==> config.mk <==
export PLATFORM = sky130hd
export DESIGN_NAME = brl_issue
export DESIGN_NICKNAME = d
export VERILOG_FILES = /design/src/rtl/brl_pkg.sv /design/src/rtl/brl_cmd_fifo.sv /design/src/rtl/brl_issue.sv
export SDC_FILE = /design/constraint.sdc
export NUM_CORES = 1
export LEC_CHECK = 0
export ABC_AREA = 0
export CAP_MARGIN = 20
export CELL_PAD_IN_SITES_DETAIL_PLACEMENT = 2
export CELL_PAD_IN_SITES_GLOBAL_PLACEMENT = 2
export CORE_MARGIN = 10
export CORE_UTILIZATION = 37
export CTS_CLUSTER_DIAMETER = 30
export DETAILED_ROUTE_END_ITERATION = 10
export PLACE_DENSITY = 0.76
export SYNTH_ARGS = -nofsm -noshare
export SYNTH_HDL_FRONTEND = slang
export SYNTH_HIERARCHICAL = 1
export SYNTH_SLANG_ARGS = --single-unit
==> constraint.sdc <==
create_clock -name clk -period 2.4 [get_ports clk]
set_clock_uncertainty 0.05 [all_clocks]
set_input_delay 0.36 -clock clk [delete_from_list [all_inputs] [get_ports clk]]
set_output_delay 0.36 -clock clk [all_outputs]
set_load 0.005 [all_outputs]
==> src/rtl/brl_pkg.sv <==
// Shared types and constants for the barrel-shifter command issue block.
package brl_pkg;

  localparam int unsigned DATA_W = 8;
  localparam int unsigned SEL_W  = 3;
  localparam int unsigned CMD_W  = DATA_W + SEL_W;

  typedef enum logic [1:0] {
    IDLE,
    ISSUE,
    WAIT,
    DONE
  } state_t;

  typedef struct packed {
    logic [DATA_W-1:0] data;
    logic [SEL_W-1:0]  sel;
  } cmd_t;

endpackage

==> src/rtl/brl_cmd_fifo.sv <==
// Command FIFO with registered write-ready/empty flags and a wrap bit on each pointer.
// With BRL_ISSUE_LEVEL_EN defined, a registered occupancy output is added.
module brl_cmd_fifo
  import brl_pkg::*;
#(
  parameter int unsigned DEPTH = 4
) (
  input  logic             clk,
  input  logic             reset,
  input  logic             push,
  input  logic             pop,
  input  logic [CMD_W-1:0] wr_cmd,
  output logic [CMD_W-1:0] rd_cmd,
  output logic             wr_ready,
  output logic             empty
`ifdef BRL_ISSUE_LEVEL_EN
  ,
  output logic [$clog2(DEPTH):0] level
`endif
);

  localparam int unsigned AW = $clog2(DEPTH);
  localparam int unsigned PW = AW + 1;

  logic [CMD_W-1:0] mem [DEPTH];
  logic [PW-1:0]    wr_ptr, rd_ptr, wr_ptr_nxt, rd_ptr_nxt;
  logic             do_push, do_pop, full_nxt, empty_nxt;

  // A full FIFO refuses pushes even when a pop happens on the same edge.
  always_comb begin
    do_push    = push & wr_ready;
    do_pop     = pop & ~empty;
    wr_ptr_nxt = wr_ptr + PW'(do_push);
    rd_ptr_nxt = rd_ptr + PW'(do_pop);
    full_nxt   = (wr_ptr_nxt[AW] != rd_ptr_nxt[AW]) &&
                 (wr_ptr_nxt[AW-1:0] == rd_ptr_nxt[AW-1:0]);
    empty_nxt  = (wr_ptr_nxt == rd_ptr_nxt);
  end

  always_ff @(posedge clk) begin
    if (do_push) mem[wr_ptr[AW-1:0]] <= wr_cmd;
  end

  assign rd_cmd = mem[rd_ptr[AW-1:0]];

  always_ff @(posedge clk) begin
    if (reset) begin
      wr_ptr   <= '0;
      rd_ptr   <= '0;
      wr_ready <= 1'b0;
      empty    <= 1'b1;
`ifdef BRL_ISSUE_LEVEL_EN
      level    <= '0;
`endif
    end else begin
      wr_ptr   <= wr_ptr_nxt;
      rd_ptr   <= rd_ptr_nxt;
      wr_ready <= ~full_nxt;
      empty    <= empty_nxt;
`ifdef BRL_ISSUE_LEVEL_EN
      level    <= wr_ptr_nxt - rd_ptr_nxt;
`endif
    end
  end

endmodule

==> src/rtl/brl_issue.sv <==
// Issues queued rotate commands to an external LAT-cycle barrel shifter and hands back results.
// With BRL_ISSUE_LEVEL_EN defined, the cmd_level occupancy output is added.
module brl_issue
  import brl_pkg::*;
#(
  parameter int unsigned DEPTH = 4,
  parameter int unsigned LAT   = 1
) (
  input  logic              clk,
  input  logic              reset,
  input  logic              cmd_valid,
  output logic              cmd_ready,
  input  logic [DATA_W-1:0] cmd_data,
  input  logic [SEL_W-1:0]  cmd_sel,
  output logic [DATA_W-1:0] brl_data_in,
  output logic [SEL_W-1:0]  brl_sel,
  output logic              brl_load,
  input  logic [DATA_W-1:0] brl_data_out,
  output logic              res_valid,
  input  logic              res_ready,
  output logic [DATA_W-1:0] res_data,
  output logic [SEL_W-1:0]  res_sel
`ifdef BRL_ISSUE_LEVEL_EN
  ,
  output logic [$clog2(DEPTH):0] cmd_level
`endif
);

  localparam int unsigned CNT_W = 2;

  state_t            state_q, state_nxt;
  logic [CNT_W-1:0]  cnt_q, cnt_nxt;
  logic [CMD_W-1:0]  fifo_wr, fifo_rd;
  logic              fifo_empty, fifo_pop;
  cmd_t              head;
  logic              load_nxt, res_valid_nxt;
  logic [DATA_W-1:0] data_in_nxt, res_data_nxt;
  logic [SEL_W-1:0]  sel_nxt, res_sel_nxt;

  assign fifo_wr = {cmd_data, cmd_sel};
  assign head    = cmd_t'(fifo_rd);

  brl_cmd_fifo #(
    .DEPTH (DEPTH)
  ) u_fifo (
    .clk      (clk),
    .reset    (reset),
    .push     (cmd_valid),
    .pop      (fifo_pop),
    .wr_cmd   (fifo_wr),
    .rd_cmd   (fifo_rd),
    .wr_ready (cmd_ready),
    .empty    (fifo_empty)
`ifdef BRL_ISSUE_LEVEL_EN
    ,
    .level    (cmd_level)
`endif
  );

  // Next state plus next values of every registered output.
  always_comb begin
    state_nxt    = state_q;
    cnt_nxt      = cnt_q;
    fifo_pop     = 1'b0;
    data_in_nxt  = brl_data_in;
    sel_nxt      = brl_sel;
    res_data_nxt = res_data;
    res_sel_nxt  = res_sel;

    case (state_q)
      IDLE: begin
        if (!fifo_empty) state_nxt = ISSUE;
      end
      ISSUE: begin
        fifo_pop    = 1'b1;
        res_sel_nxt = head.sel;
        cnt_nxt     = CNT_W'(LAT - 1);
        state_nxt   = WAIT;
      end
      WAIT: begin
        if (cnt_q == '0) begin
          res_data_nxt = brl_data_out;
          state_nxt    = DONE;
        end else begin
          cnt_nxt = cnt_q - CNT_W'(1);
        end
      end
      DONE: begin
        if (res_ready) state_nxt = fifo_empty ? IDLE : ISSUE;
      end
      default: state_nxt = IDLE;
    endcase

    // Shifter inputs are loaded on entry to ISSUE and then held until the next issue.
    load_nxt      = (state_nxt == ISSUE);
    res_valid_nxt = (state_nxt == DONE);
    if (load_nxt) begin
      data_in_nxt = head.data;
      sel_nxt     = head.sel;
    end
  end

  always_ff @(posedge clk) begin
    if (reset) begin
      state_q     <= IDLE;
      cnt_q       <= '0;
      brl_load    <= 1'b0;
      brl_data_in <= '0;
      brl_sel     <= '0;
      res_valid   <= 1'b0;
      res_data    <= '0;
      res_sel     <= '0;
    end else begin
      state_q     <= state_nxt;
      cnt_q       <= cnt_nxt;
      brl_load    <= load_nxt;
      brl_data_in <= data_in_nxt;
      brl_sel     <= sel_nxt;
      res_valid   <= res_valid_nxt;
      res_data    <= res_data_nxt;
      res_sel     <= res_sel_nxt;
    end
  end

endmodule

## After elaboration in Yosys (flattened, before gate mapping)

Memory sizes are Yosys's and may differ from the RTL's. A register that Yosys moved wholly into a read port is not among the register bits.
Index checks and enable logic that the tools add are counted.

| word-level totals | value |
|---|---|
| register bits | 36 |
| latch bits | 0 |
| bits in writable memories | 44 |
| ROM bits | 0 |
| output and inout bits | 25 |
| memories kept | 1 |

| operators by class | value |
|---|---|
| $add $sub $neg | 3 |
| multipliers | 0 |
| divide/modulo/power cells | 0 |
| magnitude comparators | 0 |
| equality and inequality tests | 9 |
| shift operators | 0 |
| mux-type cells | 11 |
| bitwise logic cells | 4 |
| reduce and logical (&&, ||, !) cells | 6 |

Memory list:

| memory | depth | bits a word | rd ports | clocked after memory_dff | write ports | RTL line | RTL |
|---|---|---|---|---|---|---|---|
| u_fifo.mem | 4 | 11 | 1 | 1 | 1 | brl_cmd_fifo.sv:25 | `logic [CMD_W-1:0] mem [DEPTH];` |

Operator list:

| kind | count |
|---|---|
| 2-bit two-way mux | 5 |
| 2-bit case mux with 4 select lines | 1 |
| 3-bit by 1-bit adder with 3-bit output | 2 |
| 2-bit == test, second input constant | 3 |
| 2-bit by 1-bit == test with 1-bit output, second input constant | 2 |
| 2-bit logical NOT | 2 |
| 1-bit two-way mux | 4 |
| 2-bit case mux with 2 select lines | 1 |
| 2-bit AND reduction | 2 |
| 3-bit == test | 1 |
| 1-bit AND | 2 |
| 2-bit == test | 1 |
| 2-bit inequality test, second input constant | 1 |
| 1-bit inverter | 2 |
| 2-bit nonzero test | 1 |
| 2-bit by 1-bit subtractor with 2-bit output, second input constant | 1 |
| 1-bit logical AND | 1 |
| 1-bit inequality test | 1 |

## Longest topological paths before layout

| logic depth | value |
|---|---|
| depth in word-level cells | 7 |
| gate-level depth with buffers | 9 |
| depth with buffers taken out | 7 |

## Modules after synthesis

The synthesis kept the hierarchy.

Modules (own cells, without submodules):

| module | instances | cells each | area an instance (µm²) | sequential area each (µm²) |
|---|---|---|---|---|
| brl_cmd_fifo | 1 | 91 | 1935.6 | 1481.4 |
| brl_issue | 1 | 119 | 1193.6 | 560.5 |

## Least setup slack after synthesis

No wires, ideal clock.

| path | value |
|---|---|
| path type | input to register |
| from | in cmd_valid |
| to | mem u_fifo/mem[1][0] (netlist bit) (enable) |
| setup time | 0.396 ns |
| arrival | 1.354 ns |
| slack | 0.600 ns |
| stages on the path | 2 |
| path buffers | 0 |
| path through | nand2_1 > nor3b_1 |

| on the way | value |
|---|---|
| cells in the longest elaborated chain, start to end | 3 |

RTL lines:

| item | RTL line | RTL |
|---|---|---|
| start, declared | brl_issue.sv:11 | `input logic cmd_valid,` |
| 1-bit AND | brl_cmd_fifo.sv:31 | `do_push = push & wr_ready;` |
| 1-bit two-way mux | brl_cmd_fifo.sv:41 | `if (do_push) mem[wr_ptr[AW-1:0]] <= wr_cmd;` |
| 1-bit two-way mux (implied by the code) | brl_cmd_fifo.sv:41 |  |
| end, declared | brl_cmd_fifo.sv:25 |  |

Every way passes these cells.

## Worst setup path in the final report

| path | value |
|---|---|
| from | reg state_q[1] |
| to | reg u_fifo.empty |

| on the way | value |
|---|---|
| cells in the longest elaborated chain, start to end | 5 |

RTL lines:

| item | RTL line | RTL |
|---|---|---|
| start, declared | brl_issue.sv:31 | `state_t state_q, state_nxt;` |
| start signal, assigned | brl_issue.sv:114 | `state_q <= state_nxt;` |
| 2-bit by 1-bit == test with 1-bit output | brl_issue.sv:70 | `case (state_q)` |
| 1-bit two-way mux | brl_issue.sv:70 |  |
| 1-bit AND | brl_cmd_fifo.sv:32 | `do_pop = pop & ~empty;` |
| 3-bit by 1-bit adder with 3-bit output | brl_cmd_fifo.sv:34 | `rd_ptr_nxt = rd_ptr + PW'(do_pop);` |
| 3-bit == test | brl_cmd_fifo.sv:37 | `empty_nxt = (wr_ptr_nxt == rd_ptr_nxt);` |
| end signal, assigned | brl_cmd_fifo.sv:59 | `empty <= empty_nxt;` |
| end, declared | brl_cmd_fifo.sv:15 | `output logic empty` |

Every way passes these cells.
A chain may end at the register's enable or synchronous reset.

==> flow_metrics.py <==
metrics = {
    "outcome": {
        "status": "complete, no violations",
    },
    "sta": {
        "fmax_ghz": 0.528,
        "rsz0062_at_grt": "no",
        "slew_headroom_pct": 64.0,
        "tightest_slew_ps": 539,
        "maxSlewViolCount": 0,
        "period_share_pct": 79.0,
        "fin_crit_ps": 1900,
        "setup_tns_ps": 0,
        "hold_viol": 0,
        "finalSetupViolCount": 0,
    },
    "final_layout": {
        "design_area_um2": 3940,
        "antenna_cells": 0,
        "areaGrowthSynthToFinish_pct": 26.0,
        "nNetsFinal": 294,
        "fillers": 781,
        "drive_gt1_share_pct": 14.0,
    },
    "clocking": {
        "cts.clk_slew.worst_paths_ps": 90,
        "cts_buffers": 9,
        "clock_path_buffers": 2,
        "cts_hold_buf": 0,
        "cts_tree": "built",
        "cts.sinks": 80,
        "clock_latency_ps": 350,
        "root_buffer": "clkbuf_8",
        "htreeDepth": 3,
        "cts_setup_buffers": 0,
        "cts-resized-gates": 0,
    },
    "global_routing": {
        "grt.total_usage_pct": 11.7,
        "first_global_vias": 2059,
        "grt_max_degree": 48,
        "grt-ovfl-total": 0,
        "antenna_found_initial": 0,
        "grt_pass1_wl_mm": 11.6,
    },
    "synth": {
        "synth_enable_flop_cells": 44,
        "async_flop_share_pct": 0,
        "yosysWarnings": 6,
        "synth.net_count": 238,
        "netlist_area_um2": 3130,
        "ys_types": 33,
        "avgSynthCellArea_um2": 14.9,
        "synth_cells": 210,
        "synth-seq-area-share_pct": 65.3,
        "synth-seq-cells": 80,
        "synth_ff_type": "edfxtp_1",
    },
    "drt": {
        "wl_mm": 7.15,
        "drcViolationCount": 0,
        "wl_per_cell_um": 19.0,
        "drt_iter0_markers": 51,
        "post_drt_via_cell_ratio": 4.90,
        "drt_first_pass_iters": 4,
        "dr_total_vias": 1843,
        "antenna_left": 0,
    },
    "place": {
        "dpl_cell_area_um2": 3730,
        "place.gp.congestion": 0.697,
        "numPortBuffers": 47,
        "dp_hpwl_mm": 5.08,
    },
    "setup_path": {
        "cp-start-kind": "register",
        "cp_max_fo": 9,
        "crit_chain": "nor2b_1, nor2b_1, ha_1, ha_1, xnor2_1, xor2_1, o31ai_1",
        "critPathKind": "register to register",
        "required_ps": 2610,
        "cp-end-kind": "register",
        "arrival_ps": 2110,
        "cp_slowest_cell": "dfxtp_1",
        "critPathMaxStageDelay_ps": 520,
    },
    "floorplan": {
        "num_rows": 33,
        "design.core.area_um2": 8220,
        "die_x_um": 112,
        "io_pins": 48,
        "die_area_um2": 12500,
        "die_y_um": 112,
        "start_util_pct": 38.1,
    },
    "power": {
        "power_leakage_uw": 0.00141,
        "ir_worst_vdd_v": 0.000372,
        "power_density_nw_per_um2": 741,
        "power_uw": 2920,
    },
    "flow_run": {
        "maxCapViolCount": 0,
    },
    "min_path": {
        "hold_class": "register to register",
    },
}
sequential cells by signal, summed over array words and instances (netlist names):
register	cells
brl_data_in	8
brl_load	1
brl_sel	3
cnt_q	2
res_data	8
res_sel	3
res_valid	1
state_q	2
u_fifo/empty	1
u_fifo/mem	44
u_fifo/rd_ptr	3
u_fifo/wr_ptr	3
u_fifo/wr_ready	1
path summary, 6_finish.rpt:
kind                                         startpoint                 endpoint  slack, ps  cells past startpoint
worst max-delay path              state_q[1]$_SDFF_PP0_  u_fifo/empty$_SDFF_PP1_        500                      7
worst max register to register    state_q[1]$_SDFF_PP0_  u_fifo/empty$_SDFF_PP1_        500                      7
worst min-delay path            brl_sel[0]$_SDFFE_PP0N_  brl_sel[0]$_SDFFE_PP0N_        440                      2
worst min register to register  brl_sel[0]$_SDFFE_PP0N_  brl_sel[0]$_SDFFE_PP0N_        440                      2
report_power, final:
part / internal [µW] / switching [µW] / leakage (µW)
Clock: 502 / 545 / 0.000100
Combinational: 187 / 142 / 0.000615
Sequential: 1500 / 39.0 / 0.000693
Total: 2190 / 726 / 0.00141
cells in the final DEF (no fill, tap or decap), types with 2 or more instances in the layout:
master	instances
clkdlybuf4s50_1	47
edfxtp_1	44
dfxtp_1	36
nand2b_1	22
mux2i_1	22
nor2_1	15
mux4_2	10
clkbuf_8	9
buf_4	8
nor2b_1	7
inv_1	5
ha_1	5
a21oi_1	4
nor3_1	3
nand2_1	3
xor2_1	3
a2111oi_0	2
o211ai_1	2
inv_6	2
clkinvlp_4	2
inv_8	2
nor3b_1	2
xnor2_1	2
metrics by stage:
step / util, % / worst slack [ps] / instances / hold slack (ps)
floorplan: - / 600 / 210 / 379
global placement: 45.4 / 401 / 360 / 410
detailed placement: 45.4 / 320 / 360 / 425
CTS: 48.0 / 468 / 376 / 449
global route: 48.0 / 280 / 376 / 479
finish: 48.0 / 505 / 376 / 438
per-layer routing:
layer	share of wire, %	vias up	GRT usage, %
li1	-	869	-
met1	46	922	14.2
met2	50	43	19.3
met3	2.9	9	2.42
met4	1.6	0	5.58
met5	0	-	0
cell usage after synthesis (3+ instances only):
library cell / count / area [µm²]
a21oi_1: 4 / 20.0
buf_2: 4 / 20.0
clkbuf_1: 4 / 15.0
dfxtp_1: 36 / 721
edfxtp_1: 44 / 1320
ha_1: 5 / 62.6
inv_1: 5 / 18.8
mux2i_1: 22 / 220
mux4_2: 10 / 225
nand2_1: 3 / 11.3
nand2b_1: 22 / 138
nor2_1: 15 / 56.3
nor2b_1: 7 / 43.8
nor3_1: 3 / 15.0
xor2_1: 3 / 26.3
worst max-delay path, delay by kind of cell, from the launching register on:
family | cells | cell delay (ps)
compound gates | 1 | 240
xor+xnor | 2 | 370
fa+ha+maj | 2 | 380
flops | 1 | 520
simple gates | 2 | 260
final cells by class:
cell class | instances | area (µm²) | share of cell area [%]
inverters | 6 | 22.5 | 0.571
clock buffers | 9 | 124 | 3.14
multi-input cells | 113 | 987 | 25.0
repair buffers | 56 | 551 | 14.0
well taps | 105 | 131 | 3.33
clock inverters | 7 | 85.1 | 2.16
flip-flops and latches | 80 | 2040 | 51.8
cells by family (layout without fill, tap and decap cells):
| logic type | Yosys count | in the layout | share of synthesized area (%) |
|---|---|---|---|
| AND/OR/NAND/NOR | 58 | 58 | 10.3 |
| XOR/XNOR | 5 | 5 | 1.40 |
| buffers and inverters | 17 | 78 | 3.20 |
| adder cells (fa/ha/maj) | 5 | 5 | 2.00 |
| flip-flops | 80 | 80 | 65.3 |
| AO/OA/AOI/OAI | 12 | 12 | 2.80 |
| multiplexers | 33 | 33 | 15.1 |
(Power assumes the default switching activity.)
